===== src/rtl/phase_accumulator_osc.sv =====
// Phase-accumulator oscillator: 16-bit phase, gated note FSM, waveform shaper.
// Optional HARD_SYNC_EN adds sync_in for hard oscillator sync.
module phase_accumulator_osc #(
    parameter int PHASE_W    = 16,
    parameter int SAMPLE_DIV = 1042
) (
    input  logic               clk,
    input  logic               rst,
    input  logic [PHASE_W-1:0] freq_word,
    input  logic               freq_valid,
    output logic               freq_ready,
    input  logic [1:0]         wave_sel,
    input  logic               gate,
`ifdef HARD_SYNC_EN
    input  logic               sync_in,
`endif
    output logic [PHASE_W-1:0] sample,
    output logic               sample_valid,
    output logic               wrap
);
    typedef enum logic [1:0] {IDLE, RUN, RELEASE} state_t;

    localparam int CW = $clog2(SAMPLE_DIV);
    localparam logic [CW-1:0] DIV_LAST = CW'(SAMPLE_DIV - 1);

    state_t state, state_nxt;
    logic [CW-1:0] div_cnt;
    logic tick;
    logic [PHASE_W-1:0] phase, active_freq, pend, nxt;
    logic pend_full, carry, sync_hit;
    logic [PHASE_W-1:0] phase_d, sample_d;
    logic wrap_d;

    function automatic logic [15:0] shape(input logic [1:0] sel,
                                          input logic [15:0] p);
        logic [15:0] t;
        t = p[15] ? ~{p[14:0], 1'b0} : {p[14:0], 1'b0};
        unique case (sel)
            2'b00:   shape = {~p[15], p[14:0]};
            2'b01:   shape = p[15] ? 16'h8001 : 16'h7FFF;
            2'b10:   shape = t ^ 16'h8000;
            default: shape = 16'h0000;
        endcase
    endfunction

    assign tick = (div_cnt == DIV_LAST);
    assign {carry, nxt} = {1'b0, phase} + {1'b0, active_freq};
    assign freq_ready = !pend_full;

`ifdef HARD_SYNC_EN
    logic sync_r, sync_d, sync_req;

    // Request survives until the next tick consumes it, whatever the state.
    always_ff @(posedge clk or posedge rst) begin
        if (rst) begin
            sync_r   <= 1'b0;
            sync_d   <= 1'b0;
            sync_req <= 1'b0;
        end else begin
            sync_r   <= sync_in;
            sync_d   <= sync_r;
            sync_req <= (sync_r & ~sync_d) | (sync_req & ~tick);
        end
    end

    assign sync_hit = sync_req;
`else
    assign sync_hit = 1'b0;
`endif

    always_comb begin
        state_nxt = state;
        phase_d   = phase;
        sample_d  = '0;
        wrap_d    = 1'b0;
        unique case (state)
            IDLE: begin
                phase_d = '0;
                if (gate) state_nxt = RUN;
            end
            RUN: begin
                phase_d  = sync_hit ? '0 : nxt;
                wrap_d   = carry & ~sync_hit;
                sample_d = shape(wave_sel, phase_d);
                if (!gate) state_nxt = RELEASE;
            end
            RELEASE: begin
                phase_d  = sync_hit ? '0 : nxt;
                wrap_d   = carry & ~sync_hit;
                sample_d = shape(wave_sel, phase_d);
                // A re-trigger wins over ending the note on the same tick.
                if (gate) begin
                    state_nxt = RUN;
                end else if (tick && wrap_d) begin
                    state_nxt = IDLE;
                    phase_d   = '0;
                    sample_d  = '0;
                end else if (tick && active_freq == '0) begin
                    state_nxt = IDLE;
                    phase_d   = '0;
                end
            end
            default: state_nxt = IDLE;
        endcase
    end

    always_ff @(posedge clk or posedge rst) begin
        if (rst) begin
            state        <= IDLE;
            div_cnt      <= '0;
            phase        <= '0;
            active_freq  <= '0;
            pend         <= '0;
            pend_full    <= 1'b0;
            sample       <= '0;
            sample_valid <= 1'b0;
            wrap         <= 1'b0;
        end else begin
            div_cnt      <= tick ? '0 : div_cnt + 1'b1;
            state        <= state_nxt;
            sample_valid <= tick;
            wrap         <= tick & wrap_d;
            if (tick) begin
                phase  <= phase_d;
                sample <= sample_d;
            end
            // A word accepted on a tick lands in pend and waits a full tick.
            if (freq_valid && freq_ready) begin
                pend      <= freq_word;
                pend_full <= 1'b1;
            end else if (tick && pend_full) begin
                pend_full <= 1'b0;
            end
            if (tick && pend_full) active_freq <= pend;
        end
    end
endmodule


===== config.mk =====
export PLATFORM = sky130hd
export DESIGN_NAME = phase_accumulator_osc
export DESIGN_NICKNAME = d
export VERILOG_FILES = /design/src/rtl/phase_accumulator_osc.sv
export SDC_FILE = /design/constraint.sdc
export NUM_CORES = 1
export LEC_CHECK = 0
export CORE_MARGIN = 2
export CORE_UTILIZATION = 45
export DETAILED_ROUTE_END_ITERATION = 10
export HOLD_SLACK_MARGIN = 0.06
export MAX_ROUTING_LAYER = met4
export SLEW_MARGIN = 20
export SYNTH_ARGS = -nofsm -noshare
export SYNTH_HDL_FRONTEND = slang
export SYNTH_SLANG_ARGS = --single-unit

===== constraint.sdc =====
create_clock -name clk -period 4.2 [get_ports clk]
set_input_delay 0.84 -clock clk [delete_from_list [all_inputs] [get_ports clk]]
set_output_delay 0.84 -clock clk [all_outputs]
set_load 0.01 [all_outputs]

After elaboration in Yosys (flattened, before gate mapping)
Index checks and enable logic that the tools add are counted.

storage, ports and cells
  word-level logic and storage cells = 56
  register bits = 80
  output and inout port bits = 19
  input bits = 22

cells by class
  muxes and demuxes = 20
  $add $sub $neg = 2
  equal/unequal tests = 8
  bitwise gates (word level) = 4
  reductions and logical operators = 13

operators with widths
  cell                                                                   count
  16-bit two-way mux                                                     7
  16-bit case mux with 3 select lines                                    2
  16-bit case mux with 2 select lines                                    1
  16-bit by 16-bit adder with 17-bit output                              1
  16-bit logical NOT                                                     1
  16-bit inverter                                                        1
  11-bit by 1-bit adder with 11-bit output, second input constant        1
  11-bit equality test, second input constant                            1
  11-bit two-way mux                                                     1
  2-bit two-way mux                                                      5
  2-bit case mux with 3 select lines                                     1
  2-bit by 1-bit equality test with 1-bit output, second input constant  2
  2-bit equality test, second input constant                             2
  1-bit logical AND                                                      4
  2-bit logical NOT                                                      2
  2-bit != test, second input constant                                   2
  4-bit != test, second input constant                                   1
  1-bit two-way mux                                                      3
  3-bit AND reduction                                                    1
  3-bit nonzero test                                                     1
  1-bit inverter                                                         2
  2-bit AND reduction                                                    1
  2-bit nonzero test                                                     1
  2-bit OR reduction                                                     1
  2 further kinds                                                        2

Logic depth before layout (Yosys ltp)
  depth in word-level cells = 8
  gate-level depth with buffers = 12
  gate-level depth less buffers = 10

Worst setup path after synthesis
Ideal clock, no wire load.

  path type = flip-flop to flip-flop
  from = reg active_freq[0]
  to = reg sample[9]
  arrival time = 2.500 ns
  path buffers = 1
  slack = 1.568 ns
  library setup time = 0.132 ns
  stages on the path, launching flop included = 12
  period minus slack after synthesis = 2.632 ns
  data required time = 4.068 ns
  cell sequence = dfrtp_1 > ha_1 > inv_1 > fa_1 > and2b_1 > o2111ai_2 > a211o_4 > a31oi_4 > nor3_4 > buf_6 > a221oi_1 > o21ai_1

between the ends
  cells in the longest elaborated chain, start to end = 7
  elaborated cells on any way between the ends = 9
  classes of those cells = add/sub (1); mux (6); bitwise (1); reduce/logical (1)

ends and longest elaborated chain
  element                                      RTL line  text
  start, declared                              29        logic [PHASE_W-1:0] phase, active_freq, pend, nxt;
  start signal, assigned                       134       if (tick && pend_full) active_freq <= pend;
  16-bit by 16-bit adder with 17-bit output *  47        assign {carry, nxt} = {1'b0, phase} + {1'b0, active_freq};
  16-bit inverter                              37        t = p[15] ? ~{p[14:0], 1'b0} : {p[14:0], 1'b0};
  16-bit two-way mux                           37
  16-bit case mux with 3 select lines          38        unique case (sel)
  16-bit two-way mux                           94        end else if (tick && wrap_d) begin
  16-bit two-way mux                           92        if (gate) begin
  16-bit case mux with 2 select lines *        76        unique case (state)
  end signal, assigned                         125       sample <= sample_d;
  end, declared                                17        output logic [PHASE_W-1:0] sample,

Every way passes the cells marked *; elsewhere a longest branch is shown, timed or not.
A chain may end at the register's enable or synchronous reset.

Worst setup path after layout
  from = reg active_freq[0]
  to = reg phase[14]

between the ends
  cells in the longest elaborated chain, start to end = 6
  elaborated cells on any way between the ends = 8
  classes of those cells = add/sub (1); mux (4); reduce/logical (3)

ends and longest elaborated chain
  element                                                                                            RTL line  text
  parallel branches: the longest is 5 deep, another holds 16-bit by 16-bit adder with 17-bit output  --
  16-bit case mux with 3 select lines *                                                              76
  end signal, assigned                                                                               124       phase <= phase_d;
  end, declared                                                                                      29

Every way passes the cells marked *.

==> impl_metrics.ini <==
[setup_path]
endpoint_kind = flip-flop
startpoint_type = flip-flop
rr_endpoint = phase[14]
crit_end = phase[14]
reg2reg_depth = 10
max_stage_delay_ns = 0.42
arrival_ns = 3.14
cp_cell_sequence = ha_1, inv_1, fa_1, and2b_1, o2111ai_2, a211o_4, nand4_1, nand3_1, and3b_1, a22o_2
reg2reg_from = active_freq[0]
critical_path_required_ns = 4.44
critical_path_class = reg -> reg
critical_path.startpoint = active_freq[0]
cp_slowest_cell = a211o_4
r2r_setup_slack_ns = 1.30
crit_path_max_fanout = 16

[final_layout]
drive_above_1_share = 0.1644
nets = 473
fin_util = 0.5307
fin_cells = 565
syn2layout_area_growth_pct = 14.94
multi_input_area_um2 = 2313
diodes = 0
fillers = 901
regArea_um2 = 2002

[die]
dieArea_um2 = 10850
initial_core_util = 0.4617
io_pins = 41
row_count = 36
die_h_um = 104.1
coreArea_um2 = 9774
die_w_um = 104.1

[logic_synthesis]
yosys.cell_types.count = 74
ys_warn_count = 0
synth_cells = 392
ys_ff_latch = 80
synth.yosys.seq_area_share = 0.4436
synth_ff_type = dfrtp_1
synthesis.area_um2 = 4513
syn_avg_cell_area_um2 = 11.51
synthArstFlopShare = 1.000
syn_nets = 437
synth_edf_count = 0

[drt]
drc = 0
drtPass1Iterations = 6
ant_nets = 0
detail_route.wl_per_cell_um = 15.73
routed_via_density = 5.600
via_count = 3164
wirelength_um = 8886
drt_iter0_drc = 152

[place]
post-dp-hpwl_um = 6513
dp.cells = 550
port_buffers = 40
gp_congestion = 0.7922

[global_route]
antenna_found_initial = 0
grt_usage = 0.1779
grt_pass1_vias = 2971
grt_pass1_wl_um = 15140
grt_max_degree = 81
grt_overflow = 0

[power]
ir_drop_mv = 0.1740
finalPower_uw = 1663
p_leak_uw = 0.002288
power_density_nw_per_um2 = 320.6

[cts]
cts-root-buf = clkbuf_8
clockBufferDepth = 2
cts_setup_buffers = 0
clock_sinks = 80
numCtsBuffers = 9
clk_pin_slew_worst_paths_ns = 0.08
postCtsHoldBufs = 0
tritoncts = built
cts_repair_resize_count = 0
ctsHtreeMaxLevel = 3
clkLatencyLatePin_ns = 0.35

[job]
drv_cap = 0

[sta]
final-hold-violation-count = 0
layout_min_cycle_time_ns = 2.903
fin_setup_tns_ns = 0
worst_pin_slew_ns = 0.7791
period_share = 0.6911
setup_viol = 0
max_freq_mhz = 344.5
relSlewSlack = 0.4724
rsz0062_at_grt = no
fin_skew_ns = 0.007563
drv_slew = 0

[status]
status = complete, no violations

[hold_path]
hold_class = reg -> reg
registers in the layout (all words and copies together), names as in the netlist:
name,cells
active_freq,16
div_cnt,11
pend,16
pend_full,1
phase,16
sample,16
sample_valid,1
state,2
wrap,1
placed cells by master, fill, tap and decap left out, types with 3 or more instances in the layout:
cell type,count
dfrtp_1,80
clkdlybuf4s50_1,40
mux2_2,32
xnor2_1,25
ha_1,22
nor2_1,18
nand2_1,16
a21oi_1,16
a22o_1,16
o21ai_1,14
inv_1,12
nand3_1,11
a221oi_1,10
clkbuf_8,9
xor2_1,8
nand4_1,5
a21o_1,5
a211oi_1,5
and3_1,5
o211ai_1,5
o21a_1,4
nor4_1,4
nor3_1,4
or2_2,3
o21ai_0,3
nand2b_1,3
clkinv_2,3
bufinv_16,3
report_power, final:
group | internal [µW] | switching [µW] | total (µW) | leakage, µW
sequential | 807 | 22.6 | 830 | 0.00103
clock | 391 | 275 | 665 | 0.000119
combinational | 87.0 | 80.5 | 168 | 0.00114
total | 1280 | 378 | 1660 | 0.00229
cells by family (layout without fill, tap and decap cells):
kind of cell    count (synthesis)  after routing  synth area share
xor+xnor                       33             33           0.06404
mux                            33             33           0.08206
fa+ha+maj                      23             23           0.06543
simple gates                   87             87            0.1120
compound gates                105            105            0.1891
buf+inv                        31             71           0.04380
flops                          80             80            0.4436
Yosys cell counts (all sizes together), types with 12 or more instances:
master | instances | area, µm²
nand2 | 16 | 60.06
buf | 12 | 97.58
nand3 | 12 | 65.06
mux2 | 32 | 360.4
dfrtp | 80 | 2002
o21ai | 17 | 85.08
a22o | 17 | 150.1
ha | 22 | 275.3
xnor2 | 25 | 219.0
a21oi | 16 | 80.08
nor2 | 19 | 73.82
inv | 13 | 48.80
layout make-up:
| type | count | area share |
|---|---|---|
| clock buffers | 9 | 0.02388 |
| clock inverters | 6 | 0.02098 |
| inverters | 14 | 0.01037 |
| multi-input cells | 281 | 0.4460 |
| flip-flops and latches | 80 | 0.3859 |
| well taps | 133 | 0.03208 |
| repair buffers | 42 | 0.08080 |
per-stage QoR:
step                instance area [µm²]  hold slack (ns)  setup slack, ns
floorplan                          4513           0.4605            1.308
global placement                   4951           0.4794            1.325
detailed placement                 4951           0.4772            1.299
finish                             5187           0.4930            1.297
global route                       5187           0.4998            1.035
CTS                                5184           0.4956            1.272
metal layers:
layer	vias to the layer above	global-route usage	part of all wire
li1	1532	-	-
met1	1565	0.2554	0.50
met2	59	0.2528	0.45
met3	8	0.02945	0.046
met4	0	0.06757	0.0099
met5	-	-	0
worst min path at each step:
stage | startpoint | to | slack, ns | cells past startpoint
after floorplan | div_cnt[8] | div_cnt[8] | 0.46 | 1
after global placement | sample[15] | sample[15] | 0.48 | 2
final | sample[15] | sample[15] | 0.49 | 2
after detailed placement | sample[15] | sample[15] | 0.48 | 2
after global routing | sample[15] | sample[15] | 0.50 | 2
after CTS | sample[15] | sample[15] | 0.50 | 2
worst max-delay path: cells and delay by family, from the launching register on:
family	cells	cell delay, ns
flops	1	0.39
buf+inv	1	0.06
fa+ha+maj	2	0.60
simple gates	4	0.86
compound gates	3	0.88
Note: power is estimated with default switching activity, not from simulation.
